===== config.mk =====
export PLATFORM = sky130hd
export DESIGN_NAME = wave_ram_arbiter
export DESIGN_NICKNAME = d
export VERILOG_FILES = /design/src/rtl/apu_wave_pkg.sv /design/src/rtl/wave_req_slot.sv /design/src/rtl/wave_ram_arbiter.sv
export SDC_FILE = /design/constraint.sdc
export NUM_CORES = 1
export LEC_CHECK = 0
export CAP_MARGIN = 20
export CORE_UTILIZATION = 53
export DETAILED_ROUTE_END_ITERATION = 6
export GPL_ROUTABILITY_DRIVEN = 0
export PLACE_DENSITY = 0.84
export RECOVER_POWER = 100
export SYNTH_ARGS = -nofsm -noshare
export SYNTH_HDL_FRONTEND = slang
export SYNTH_HIERARCHICAL = 1
export SYNTH_SLANG_ARGS = --single-unit

===== constraint.sdc =====
create_clock -name cery_2mhz -period 2.7 [get_ports cery_2mhz]
set_input_delay 0.81 -clock cery_2mhz [delete_from_list [all_inputs] [get_ports cery_2mhz]]
set_output_delay 0.81 -clock cery_2mhz [all_outputs]
set_load 0.05 [all_outputs]

===== src/rtl/apu_wave_pkg.sv =====
// Shared types and constants for the channel 3 wave RAM arbiter.
package apu_wave_pkg;

    localparam int         WAVE_BYTES    = 16;
    localparam int         WAVE_AW       = $clog2(WAVE_BYTES);
    localparam logic [7:0] WAVE_OPEN_BUS = 8'hFF;

    typedef enum logic [2:0] {
        ST_IDLE,
        ST_FETCH_A,
        ST_FETCH_D,
        ST_CPU_A,
        ST_CPU_D
    } wave_arb_state_t;

    typedef struct packed {
        logic               rd;
        logic               wr;
        logic [WAVE_AW-1:0] addr;
        logic [7:0]         wdata;
    } cpu_req_t;

    // Each byte holds two samples, and the high nibble plays first.
    function automatic logic [3:0] wave_nibble(input logic [7:0] b, input logic lo);
        return lo ? b[3:0] : b[7:4];
    endfunction

endpackage


===== src/rtl/wave_req_slot.sv =====
// One-deep pending-request holder. If load and clear arrive in the same cycle, load wins,
// so a newer request overwrites the one already held.
module wave_req_slot #(
    parameter int W = 8
) (
    input  logic         i_clk,
    input  logic         i_rst,
    input  logic         i_load,
    input  logic         i_clear,
    input  logic [W-1:0] i_data,
    output logic         o_valid,
    output logic [W-1:0] o_data
);

    logic         r_valid;
    logic [W-1:0] r_data;

    // NOTE: sequential state uses non-blocking assignments so every register samples pre-edge values.
    always_ff @(posedge i_clk or posedge i_rst) begin
        if (i_rst) begin
            r_valid <= 1'b0;
            r_data  <= '0;
        end else if (i_load) begin
            r_valid <= 1'b1;
            r_data  <= i_data;
        end else if (i_clear) begin
            r_valid <= 1'b0;
        end
    end

    assign o_valid = r_valid;
    assign o_data  = r_data;

endmodule


===== src/rtl/wave_ram_arbiter.sv =====
// Wave RAM arbiter shared by CPU accesses and channel 3 sample fetches.
// Define WAVE_CGB_ACCESS_EN to drop the DMG access window, so CPU accesses during playback always reach RAM.
module wave_ram_arbiter
    import apu_wave_pkg::*;
#(
    parameter int         WINDOW   = 1,
    parameter logic [7:0] OPEN_BUS = WAVE_OPEN_BUS
) (
    input  logic       cery_2mhz,
    input  logic       apu_reset,
    input  logic       ch3_active,
    input  logic       fetch_req,
    input  logic [4:0] sample_idx,
    input  logic       cpu_rd,
    input  logic       cpu_wr,
    input  logic [3:0] cpu_addr,
    input  logic [7:0] cpu_wdata,
    output logic [7:0] cpu_rdata,
    output logic       cpu_rvalid,
    output logic [3:0] ram_a,
    output logic       ram_re,
    output logic       ram_we,
    output logic [7:0] ram_d,
    input  logic [7:0] ram_q,
    output logic [3:0] wave_play_d
);

    localparam logic [3:0] WIN_LOAD = 4'(WINDOW);

    wave_arb_state_t r_state;
    logic [3:0]      r_byte_addr;
    logic [7:0]      r_byte_buf;
    logic            r_nib_lo;
    logic [3:0]      r_win_cnt;
    logic            r_active_d;
    logic [4:0]      r_idx;
    logic            r_cur_rd;
    logic            r_cur_blocked;

    cpu_req_t   w_cpu_in;
    cpu_req_t   w_cpu_pend;
    cpu_req_t   w_cpu_req;
    logic       w_cpu_pend_v;
    logic       w_fetch_pend_v;
    logic [4:0] w_fetch_pend_idx;
    logic       w_fall;
    logic       w_free;
    logic       w_cpu_busy;
    logic       w_cpu_accept;
    logic       w_fetch_any;
    logic       w_cpu_any;
    logic [4:0] w_fetch_idx;
    logic       w_start_fetch;
    logic       w_start_cpu;
    logic [3:0] w_byte_addr_eff;
    logic [3:0] w_cpu_addr_eff;
    logic       w_win_ok;

    assign w_cpu_in = '{rd: cpu_rd, wr: cpu_wr & ~cpu_rd, addr: cpu_addr, wdata: cpu_wdata};

    assign w_fall       = r_active_d & ~ch3_active;
    assign w_free       = (r_state == ST_IDLE) || (r_state == ST_FETCH_D) || (r_state == ST_CPU_D);
    assign w_cpu_busy   = (r_state == ST_CPU_A) || (r_state == ST_CPU_D);
    assign w_cpu_accept = (cpu_rd | cpu_wr) & ~w_cpu_busy & ~w_cpu_pend_v;

    // Incoming requests bypass their slots so a free FSM starts them without an extra cycle.
    assign w_fetch_any   = fetch_req | (w_fetch_pend_v & ~w_fall);
    assign w_fetch_idx   = fetch_req ? sample_idx : w_fetch_pend_idx;
    assign w_cpu_any     = w_cpu_pend_v | w_cpu_accept;
    assign w_cpu_req     = w_cpu_pend_v ? w_cpu_pend : w_cpu_in;
    assign w_start_fetch = w_free & w_fetch_any;
    assign w_start_cpu   = w_free & ~w_fetch_any & w_cpu_any;

    // Leaving FETCH_D, the byte address and window counter are about to take their fetch values.
    assign w_byte_addr_eff = (r_state == ST_FETCH_D) ? r_idx[4:1] : r_byte_addr;
    assign w_cpu_addr_eff  = ch3_active ? w_byte_addr_eff : w_cpu_req.addr;

`ifdef WAVE_CGB_ACCESS_EN
    assign w_win_ok = 1'b1;
`else
    assign w_win_ok = ~ch3_active |
                      ((r_state == ST_FETCH_D) ? (WIN_LOAD != 4'd0) : (r_win_cnt != 4'd0));
`endif

    wave_req_slot #(.W(5)) u_fetch_slot (
        .i_clk   (cery_2mhz),
        .i_rst   (apu_reset),
        .i_load  (fetch_req & ~w_start_fetch),
        .i_clear (w_start_fetch | w_fall),
        .i_data  (sample_idx),
        .o_valid (w_fetch_pend_v),
        .o_data  (w_fetch_pend_idx)
    );

    wave_req_slot #(.W($bits(cpu_req_t))) u_cpu_slot (
        .i_clk   (cery_2mhz),
        .i_rst   (apu_reset),
        .i_load  (w_cpu_accept & ~w_start_cpu),
        .i_clear (w_start_cpu),
        .i_data  (w_cpu_in),
        .o_valid (w_cpu_pend_v),
        .o_data  (w_cpu_pend)
    );

    always_ff @(posedge cery_2mhz or posedge apu_reset) begin
        if (apu_reset) begin
            r_state       <= ST_IDLE;
            r_byte_addr   <= '0;
            r_byte_buf    <= '0;
            r_nib_lo      <= 1'b0;
            r_win_cnt     <= '0;
            r_active_d    <= 1'b0;
            r_idx         <= '0;
            r_cur_rd      <= 1'b0;
            r_cur_blocked <= 1'b0;
            cpu_rdata     <= '0;
            cpu_rvalid    <= 1'b0;
            ram_a         <= '0;
            ram_re        <= 1'b0;
            ram_we        <= 1'b0;
            ram_d         <= '0;
        end else begin
            r_active_d <= ch3_active;
            ram_re     <= 1'b0;
            ram_we     <= 1'b0;
            cpu_rvalid <= 1'b0;

            if (w_fall)
                r_win_cnt <= '0;
            else if (r_state == ST_FETCH_D)
                r_win_cnt <= WIN_LOAD;
            else if (r_win_cnt != 4'd0)
                r_win_cnt <= r_win_cnt - 4'd1;

            unique case (r_state)
                ST_FETCH_A: r_state <= ST_FETCH_D;
                ST_FETCH_D: begin
                    r_byte_buf  <= ram_q;
                    r_byte_addr <= r_idx[4:1];
                    r_nib_lo    <= r_idx[0];
                end
                ST_CPU_A:   r_state <= ST_CPU_D;
                ST_CPU_D: begin
                    if (r_cur_rd) begin
                        cpu_rdata  <= r_cur_blocked ? OPEN_BUS : ram_q;
                        cpu_rvalid <= 1'b1;
                    end
                end
                default:    r_state <= ST_IDLE;
            endcase

            if (w_start_fetch) begin
                r_state <= ST_FETCH_A;
                r_idx   <= w_fetch_idx;
                ram_a   <= w_fetch_idx[4:1];
                ram_re  <= 1'b1;
            end else if (w_start_cpu) begin
                r_state       <= ST_CPU_A;
                r_cur_rd      <= w_cpu_req.rd;
                r_cur_blocked <= ~w_win_ok;
                ram_a         <= w_cpu_addr_eff;
                ram_re        <= w_cpu_req.rd & w_win_ok;
                ram_we        <= w_cpu_req.wr & w_win_ok;
                if (w_cpu_req.wr & w_win_ok)
                    ram_d <= w_cpu_req.wdata;
            end else if (w_free) begin
                r_state <= ST_IDLE;
            end
        end
    end

    assign wave_play_d = wave_nibble(r_byte_buf, r_nib_lo);

endmodule


# After elaboration in Yosys (flattened, before gate mapping)
# Index checks and enable logic that the tools add are counted.
[classes]
add_sub_neg = 1
n_reduce_logical = 13
n_bitwise = 26
n_eq_ne = 5
n_mux = 26
[ops]
columns = ["operator", "count"]
rows = [
  ["$mux W4", 8],
  ["$mux W14", 1],
  ["$and A1 B1 Y1", 12],
  ["$mux W1", 11],
  ["$mux W3", 3],
  ["$not A1 Y1", 9],
  ["$pmux W3 S3", 1],
  ["$mux W8", 1],
  ["$eq A3 B2 Y1 const B", 2],
  ["$reduce_bool A2 Y1", 3],
  ["$mux W5", 1],
  ["$or A1 B1 Y1", 5],
  ["$ne A4 B1 Y1 const B", 1],
  ["$reduce_and A2 Y1", 2],
  ["$reduce_bool A4 Y1", 1],
  ["$sub A4 B1 Y4 const B", 1],
  ["$eq A3 B1 Y1 const B", 1],
  ["$eq A3 B3 Y1 const B", 1],
  ["$logic_not A3 Y1", 1],
  ["$logic_or A1 B1 Y1", 3],
  ["$reduce_and A3 Y1", 1],
  ["$reduce_bool A3 Y1", 1],
  ["$reduce_or A2 Y1", 1],
]
[totals]
regBits = 72
elab_cells = 90
output_inout_bits = 27
in_bits = 31

# Depth between registers and ports, before layout
[logic_depth]
depth_word = 11
ltp_mapped = 8
ltp_nobuf = 6

# Hierarchy
# Netlist, hierarchy kept.
[by_module_without_submodules]
columns = ["mod", "seq_area_each_um2", "cells_each", "area_per_inst_um2", "instances"]
rows = [
  ["wave_ram_arbiter", 1276.2, 228, 2487.4, 1],
  ["wave_req_slot (u_cpu_slot)", 375.4, 34, 614.3, 1],
  ["wave_req_slot (u_fetch_slot)", 150.1, 15, 252.7, 1],
]

# Worst setup path before layout
# No wires, ideal clock.
[synth_timing]
path_type = "input -> register"
from = "input port ch3_active"
to = "register ram_d[0]"
setup_ns = 0.125
path_buffers = 2
slack_ns = 0.092
stages = 6
required_ns = 2.575
arrival_time_ns = 2.483
path_cell_list = "buf_2 > nand2b_1 > a211oi_1 > or4b_4 > buf_6 > mux2_4"
[synth_via]
elab_chain_len = 9
elab_cells_between_ends = 13
classes_between = "bitwise: 12; reduce/logical: 1"
[synth_lines]
columns = ["item", "line", "rtl"]
rows = [
  ["start: declaration", "wave_ram_arbiter.sv:11", "input logic ch3_active,"],
  ["$not A1 Y1 (*)", "wave_ram_arbiter.sv:61, wave_ram_arbiter.sv:81", ""],
  ["$and A1 B1 Y1", "wave_ram_arbiter.sv:61", "assign w_fall = r_active_d & ~ch3_active;"],
  ["$not A1 Y1", "wave_ram_arbiter.sv:67", "assign w_fetch_any = fetch_req | (w_fetch_pend_v & ~w_fall);"],
  ["$and A1 B1 Y1", "wave_ram_arbiter.sv:67", ""],
  ["$or A1 B1 Y1", "wave_ram_arbiter.sv:67", ""],
  ["$not A1 Y1", "wave_ram_arbiter.sv:72", "assign w_start_cpu = w_free & ~w_fetch_any & w_cpu_any;"],
  ["$and A1 B1 Y1 (2 in series)", "wave_ram_arbiter.sv:72", ""],
  ["$reduce_and A3 Y1 (no line) (*)", "-", ""],
  ["end signal: assignment", "wave_ram_arbiter.sv:165", "ram_d <= w_cpu_req.wdata;"],
  ["end: declaration", "wave_ram_arbiter.sv:23", "output logic [7:0] ram_d,"],
]
# Mark *: on every way between the ends. The rest lies on a longest branch, timed or not.
# A chain may end at the register's enable or synchronous reset.

# Worst setup path after layout
[layout_timing]
from = "input port ch3_active"
to = "register ram_d[2]"
# The elaborated chain is that of the path after synthesis.

==> impl_metrics.ini <==
[yosys]
synth_edf_count = 0
synth-seq-cells = 72
synth_cell_types = 41
syn-num-nets = 309
synthMuxAreaShare_pct = 22.2
synthCells = 277
synth_top_family_by_area = multiplexers
async_reset_ff_share_pct = 100
synth_area_um2 = 3350
yosysTopAreaCell = dfrtp_1
yosysTopAreaCellShare_pct = 53.7
synth_xor_xnor_area_share_pct = 0.522
synth_compound_area_share_pct = 7.72
synth-simple-area-share_pct = 10.7
yosysSeqAreaShare_pct = 53.7
yosys_most_used_dff = dfrtp_1
ys_warn_count = 6
synth_fa_ha_area_share_pct = 0.373
synth.area.top_cells = dfrtp_1 (54%), mux2_4 (9.8%), mux2_2 (8.7%)
avgSynthCellArea_um2 = 12.1

[sta]
slew_violations = 0
fmax_mhz = 397
final.min_clock_period_ns = 2.52
holdWs_ns = 0.474
slew_headroom_pct = 43.8
layout_setup_ws_ns = 0.184
setup-violations-final = 0
rsz0062_at_grt = no
tns_ns = 0
timing.final.crit_share_pct = 93.2
worst_pin_slew_ns = 0.843
final-hold-violation-count = 0
clock-skew-final_ns = 0.00588

[routing]
viasPerCell = 5.52
routed_wl_um = 6740
antenna_left = 0
drc = 0
drtIter0Drc = 137
routedWlPerCell_um = 15.8
drtPass1Iterations = 5
vias = 2353

[finish]
area_delta_synth_final_pct = 22.6
fin_cells = 426
final_util_pct = 68.3
fin_area_um2 = 4110
layout-drive-gt1-share_pct = 17.1
final_cell_mix = dfrtp_1 (72), nand2_1 (31), clkdlybuf4s50_1 (28), dlygate4sd3_1 (25), mux2_2 (24)
design.final.nets = 379
final_common_cell = dfrtp_1
diodes = 0

[power]
power_mw = 5.33
ir_drop_mv = 0.749
power.leakage_nw = 1.88
power.density_nw_per_um2 = 1300

[global_routing]
globalRouteOverflowTotal = 0
antenna_found_initial = 0
grt_pass1_vias = 2325
grt_max_degree = 33
grt_use_total_pct = 23.2
use_met1_pct = 29.5
grt_pass1_wl_um = 11100
met3_usage_pct = 4.89
grt_use_met2_pct = 37.2
busiest_layer = met2

[critical_path]
critPathKind = in -> reg
start_kind = input port
crit_arrival_ns = 2.74
critPathRequiredTime_ns = 2.92
cp_slowest_stage_delay_ns = 0.56
crit_fanout = 9
crit_path_top_delay_cell = or4b_4
endpoint_kind = register
crit_path_start = ch3_active
reg2reg_from = r_win_cnt[0]
path_cells = clkdlybuf4s50_1, nand2b_1, a211oi_1, buf_4, or4b_4, mux2_1

[floorplanning]
io_pins = 58
die_h_um = 81.6
die-area_um2 = 6650
die_w_um = 81.6
initial_utilization_pct = 55.7
fp-row-count = 28
core_area_um2 = 6030

[clock_network]
numCtsBuffers = 9
cts_sinks = 72
cts_setup_buffers = 0
htree_levels = 3
cts_max_path_buffers = 2
cts_tree = done
cts_root_buffer = clkbuf_8
insertion_delay_ns = 0.34
path_clk_slew_ns = 0.07

[status]
status = finished, final reports clean

[placed_design]
place_ws_ns = -0.157
dpl_cell_area_um2 = 4060
dpl.hpwl_um = 4720
portBuffers = 57
dp_cells = 411

[hold_path]
hp-start = r_idx[0]
hold_path_class = reg -> reg

[run]
drv_cap = 0
==> logic make-up (layout without fill, tap and decap cells) <==
kind of cell | after synthesis | count (layout)
AO/OA/AOI/OAI | 39 | 39
XOR/XNOR | 2 | 2
adder cells (fa/ha/maj) | 1 | 1
buffers and inverters | 27 | 101
flip-flops | 72 | 72
multiplexers | 60 | 60
AND/OR/NAND/NOR | 76 | 76
==> what timing repair did <==
action                     in CTS  in global routing
setup endpoints to repair       1                  3
resized for setup               1                  3
hold buffers                    0                  0
==> where the power goes <==
group / internal (mW) / switching [mW]
combinational: 1.07 / 1.51
sequential: 1.59 / 0.341
clock: 0.442 / 0.370
==> flip-flops by register name (all words and copies together) (netlist names), 3 cells and up <==
name / count
r_byte_buf: 8
r_idx: 5
r_byte_addr: 4
u_fetch_slot/o_data: 5
r_state: 3
ram_d: 8
r_win_cnt: 4
ram_a: 4
u_cpu_slot/o_data: 14
cpu_rdata: 8
==> cell type report <==
cell class	count	area [µm²]
Multi-Input combinational cell	178	1320
Fill cell	491	1910
Timing Repair Buffer	76	677
Clock buffer	11	141
Clock inverter	4	45.0
Inverter	10	37.5
Sequential cell	72	1800
Tap cell	75	93.8
==> layer usage <==
| layer | part of all wire [%] | up-vias |
|---|---|---|
| li1 | - | 1098 |
| met1 | 45 | 1164 |
| met2 | 49 | 74 |
| met3 | 4.2 | 17 |
| met4 | 2.1 | 0 |
| met5 | 0 | - |
==> critical path: cells and delay by family <==
kind,cells,cell delay (ns)
AND/OR/NAND/NOR,2,0.73
buffers and inverters,2,0.58
multiplexers,1,0.36
AO/OA/AOI/OAI,1,0.26
==> synth_stat cells, drive strengths merged (7+ instances only) <==
cell type and n:
mux2i 12, clkbuf 7, inv 10, buf 10, mux2 48, nand2 31, a21oi 13, nor2 22
dfrtp 72
==> path summary, 6_finish.rpt <==
check,slack (ns),cells past startpoint,end
worst max-delay path,0.18,6,ram_d[2]
worst min-delay path,0.47,2,r_nib_lo
worst max register to register,0.50,7,ram_d[2]
worst min register to register,0.47,2,r_nib_lo
max in group asynchronous,0.37,3,cpu_rdata[1]
min in group asynchronous,0.89,2,u_fetch_slot/o_data[1]
(Power assumes the default switching activity.)
